File: config.mk
export PLATFORM = sky130hd
export DESIGN_NAME = data_serialize
export DESIGN_NICKNAME = d
export VERILOG_FILES = /design/src/rtl/data_org_pkg.sv /design/src/rtl/signal_bank.sv /design/src/rtl/data_serialize.sv
export SDC_FILE = /design/constraint.sdc
export NUM_CORES = 2
export LEC_CHECK = 0
export CORE_AREA = 2 2 286 288
export CTS_CLUSTER_SIZE = 28
export DETAILED_ROUTE_END_ITERATION = 12
export DIE_AREA = 0 0 288 290
export PLACE_DENSITY = 0.66
export REMOVE_ABC_BUFFERS = 1
export SLEW_MARGIN = 20
export SYNTH_ARGS = -nofsm -noshare
export SYNTH_HDL_FRONTEND = slang
export SYNTH_SLANG_ARGS = --single-unit
export TNS_END_PERCENT = 5
File: constraint.sdc
create_clock -name clk -period 35.2 [get_ports clk]
set_input_delay 10.56 -clock clk [delete_from_list [all_inputs] [get_ports clk]]
set_output_delay 10.56 -clock clk [all_outputs]
set_load 0.01 [all_outputs]
File: src/rtl/data_org_pkg.sv
// Shared constants, FSM state type and flat-bus slicing helper for the
// channel serializer.
package data_org_pkg;

  localparam int unsigned N_CH  = 64;
  localparam int unsigned W     = 11;
  localparam int unsigned IDX_W = 6;

  typedef enum logic {
    IDLE = 1'b0,
    SEND = 1'b1
  } state_e;

  // Bit offset of channel k inside the flattened channel bus.
  function automatic int unsigned slice_off(input int unsigned k);
    return k * W;
  endfunction

endpackage

File: src/rtl/signal_bank.sv
// Snapshot register bank: captures every channel of the flat bus on load
// and returns one word selected by a registered index.
module signal_bank
  import data_org_pkg::*;
(
  input  logic              clk,
  input  logic              rst,
  input  logic              load,
  input  logic [N_CH*W-1:0] flat,
  input  logic [IDX_W-1:0]  rd_idx,
  output logic [W-1:0]      rd_data
);

  logic [W-1:0] bank_q [N_CH];
  logic [W-1:0] bank_d [N_CH];

  always_comb begin
    for (int unsigned k = 0; k < N_CH; k++) begin
      bank_d[k] = bank_q[k];
      if (load) begin
        bank_d[k] = flat[slice_off(k) +: W];
      end
    end
  end

  always_ff @(posedge clk or posedge rst) begin
    if (rst) begin
      for (int unsigned k = 0; k < N_CH; k++) begin
        bank_q[k] <= '0;
      end
    end else begin
      for (int unsigned k = 0; k < N_CH; k++) begin
        bank_q[k] <= bank_d[k];
      end
    end
  end

  assign rd_data = bank_q[rd_idx];

endmodule

File: src/rtl/data_serialize.sv
// Frame serializer: snapshots all channels on start and streams them out
// one word per valid/ready handshake, tagged with index and last flag.
module data_serialize
  import data_org_pkg::*;
(
  input  logic              clk,
  input  logic              rst,
  input  logic              start,
  input  logic [N_CH*W-1:0] signals_flat,
  output logic [W-1:0]      out_data,
  output logic [IDX_W-1:0]  out_index,
  output logic              out_last,
  output logic              out_valid,
  input  logic              out_ready,
  output logic              busy,
  output logic              done
);

  localparam logic [IDX_W-1:0] LAST_IDX = IDX_W'(N_CH - 1);

  state_e           state_q, state_d;
  logic [IDX_W-1:0] idx_q, idx_d;
  logic             done_q, done_d;
  logic             load;

  always_ff @(posedge clk or posedge rst) begin
    if (rst) begin
      state_q <= IDLE;
      idx_q   <= '0;
      done_q  <= 1'b0;
    end else begin
      state_q <= state_d;
      idx_q   <= idx_d;
      done_q  <= done_d;
    end
  end

  // Next state: start only matters in IDLE; SEND advances on handshake.
  always_comb begin
    state_d = state_q;
    idx_d   = idx_q;
    done_d  = 1'b0;
    load    = 1'b0;
    case (state_q)
      IDLE: begin
        if (start) begin
          load    = 1'b1;
          idx_d   = '0;
          state_d = SEND;
        end
      end
      SEND: begin
        if (out_ready) begin
          if (idx_q == LAST_IDX) begin
            idx_d   = '0;
            done_d  = 1'b1;
            state_d = IDLE;
          end else begin
            idx_d = idx_q + IDX_W'(1);
          end
        end
      end
      default: state_d = IDLE;
    endcase
  end

  signal_bank u_bank (
    .clk     (clk),
    .rst     (rst),
    .load    (load),
    .flat    (signals_flat),
    .rd_idx  (idx_q),
    .rd_data (out_data)
  );

  assign out_valid = (state_q == SEND);
  assign busy      = (state_q == SEND);
  assign out_index = idx_q;
  assign out_last  = (state_q == SEND) && (idx_q == LAST_IDX);
  assign done      = done_q;

endmodule
==> metrics.yaml <==
placed_area_um2: 40200
synth_area_leaders: "dfrtp_1 56%, mux2_2 25%, mux4_2 11%"
grt_pass1_wl_mm: 150
grt_usage_pct: 24.2
num_rows: 104
first_pass_iters: 5
cts_hold_buf: 0
outcome: "finished, final reports clean"
initial_core_util_pct: 40.0
ys_seq_area_share_pct: 55.5
yosysTopAreaCell: "dfrtp_1"
slew_headroom_pct: 25.6
root_buffer: "clkbuf_16"
nets: 3424
clk_path_buf_depth: 3
drive_above_1_share_pct: 37.1
cap_violations: 0
required_ns: 24.64
grt_max_degree: 114
clock.fmax_ghz: 0.0626
path_clk_slew_ns: 0.06
clock_skew_ns: 0.0173
hold_viol_final: 0
ys_seq_elements: 712
antenna_found_initial: 52
grt_overflow: 0
fin_util_pct: 53.6
die_y_um: 290
power_density_nw_per_um2: 55.9
syn_inst: 2021
wire_per_inst_um: 26.2
slew_violations: 0
worst_skew_pair.late_latency_ns: 0.63
finalSetupViolations: 0
route.met3.wl_mm: 6.96
p_leak_nw: 17.7
place_congestion: 0.838
dieWidth_um: 288
min_period_over_period_pct: 45.4
drc: 0
syn2layout_area_growth_pct: 33.8
htree_levels: 3
final.fill_count: 6586
holdWs_ns: 0.500
synth_edf_count: 0
end_kind: "output pin"
final_area_um2: 42900
synth.cell_area_um2: 32100
route.vias.total: 20900
cp-start-kind: "flop"
period_needed_ns: 15.97
routed_via_density: 5.40
fp.coreArea_um2: 80200
cts_tree: "yes"
portBuffers: 728
cts_sinks: 712
cts_resized: 0
cts-buffers-inserted: 81
topRoutingLayerUsed: "met5"
drt-total-wl_mm: 102
worst_pin_slew_ns: 1.11
dieArea_um2: 83500
ys_warn_count: 0
critPathMaxFanout: 47
first_iter_violations: 1065
dp_hpwl_mm: 75.0
ios: 729
hold_path.class: "flop to flop"
critPathKind: "flop to output pin"
rsz0062_at_grt: "false"
grt_pass1_vias: 23100
ant_nets: 0
ys.flop_type: "dfrtp_1"
wl_met1_mm: 39.0
ir_drop_v: 0.0000350
syn-mean-instance-area_um2: 15.9
cts_setup_buffers: 0
yosysUniqueCellTypes: 46
wl_met2_mm: 52.5
async_flop_share_pct: 100
synth_top_area_share_pct: 55.5
cp.arrival_ns: 5.41
-- cell usage in the layout (no fill, tap or decap), types with 5 or more instances in the layout --
master,n
a211oi_1,13
a22oi_1,30
mux2_2,704
a21oi_1,10
nand2b_1,5
o22ai_1,20
and2_1,5
a31oi_1,8
nor2b_1,14
mux4_2,157
nor3_1,12
a22o_1,5
or3_1,6
nor4_1,7
clkbuf_8,17
clkbuf_1,18
buf_4,25
o21ai_0,8
o221ai_1,5
mux2i_1,38
clkbuf_16,83
diode_2,37
nand2_1,28
dfrtp_1,706
clkinv_2,17
nor2_1,43
o41ai_1,5
clkdlybuf4s50_1,728
-- critical path, stage by stage (launching register included) --
cell,delay (ns)
dfrtp_4,0.95
buf_4,0.66
buf_4,0.78
mux4_2,0.36
nor2_1,0.04
o41ai_1,0.80
a31oi_1,0.08
o211ai_1,0.39
clkdlybuf4s50_1,0.62
-- registers in the layout, summed over array words and instances (netlist names) --
name,count
u_bank.bank_q,704
out_index,6
busy,1
done,1
-- layout make-up --
cell class	count	area, µm²	area share, %
flip-flops and latches	712	17800	41.5
multi-input cells	1160	13500	31.4
repair buffers	756	7530	17.5
clock buffers	118	2380	5.54
well taps	1060	1330	3.09
clock inverters	29	275	0.641
diodes	37	92.6	0.216
inverters	4	22.5	0.0525
-- path summary, 6_finish.rpt --
check                                    from                 end  slack, ns  cells after the start
max                              out_index[0]         out_data[5]      19.23                      8
min                        u_bank.bank_q[244]  u_bank.bank_q[244]       0.50                      1
min in group asynchronous                 rst  u_bank.bank_q[152]      10.49                      2
min reg2reg                u_bank.bank_q[244]  u_bank.bank_q[244]       0.50                      1
max reg2reg                              busy  u_bank.bank_q[336]      30.27                      6
max in group asynchronous                 rst  u_bank.bank_q[299]      20.81                      6
-- cells in the mapped netlist (3+ instances only) --
cell and number:
buf_1 9, and3_1 4, o31ai_1 3, buf_2 60, o21ai_0 8, nand2_1 28
a32o_1 4, a22oi_1 30, a211oi_1 13, clkbuf_1 44, mux4_2 157, a31oi_1 8
buf_4 22, dfrtp_1 712, nor4_1 8, nor2b_1 15, nor2_1 43, nor3_1 12
o221ai_1 5, buf_6 7, and2_1 5, inv_1 4, or3_1 6, o41ai_1 5
a22o_1 5, mux2_2 704, o22ai_1 20, nand2b_1 5, o211ai_1 3, a21oi_1 10
mux2i_1 38, nand3_1 3
-- routing by layer --
layer / vias up / GRT usage, %
li1: 9062 / -
met1: 11000 / 29.0
met2: 651 / 41.8
met3: 169 / 5.97
met4: 32 / 9.04
met5: - / 0
-- stage by stage --
stage | instances | setup TNS [ns] | total power, W | setup slack [ns]
final | 3876 | 0 | 0.00240 | 19.23
after global routing | 3867 | 0 | 0.00250 | 18.83
after CTS | 3839 | 0 | 0.00243 | 19.11
after detailed placement | 3692 | 0 | 0.00158 | 19.50
after global placement | 3691 | 0 | 0.00157 | 19.63
after floorplan | 1876 | -6332.06 | 0.00136 | -9.83
-- cell families (layout without fill, tap and decap cells) --
family                     Yosys count  count (layout)  synth area share (%)
and+or+nand+nor                    135             135                  2.04
muxes                              901             901                  37.1
buffers and inverters              149             907                  2.54
adders and majority gates            1               1                0.0390
other                                0              37                     0
DFF                                712             712                  55.5
AOI/OAI and AO/OA                  123             123                  2.77
-- power breakdown --
part	switching (W)	internal (W)
sequential	0.0000745	0.000915
combinational	0.000255	0.000316
clock	0.000347	0.000493
(Power assumes the default switching activity.)
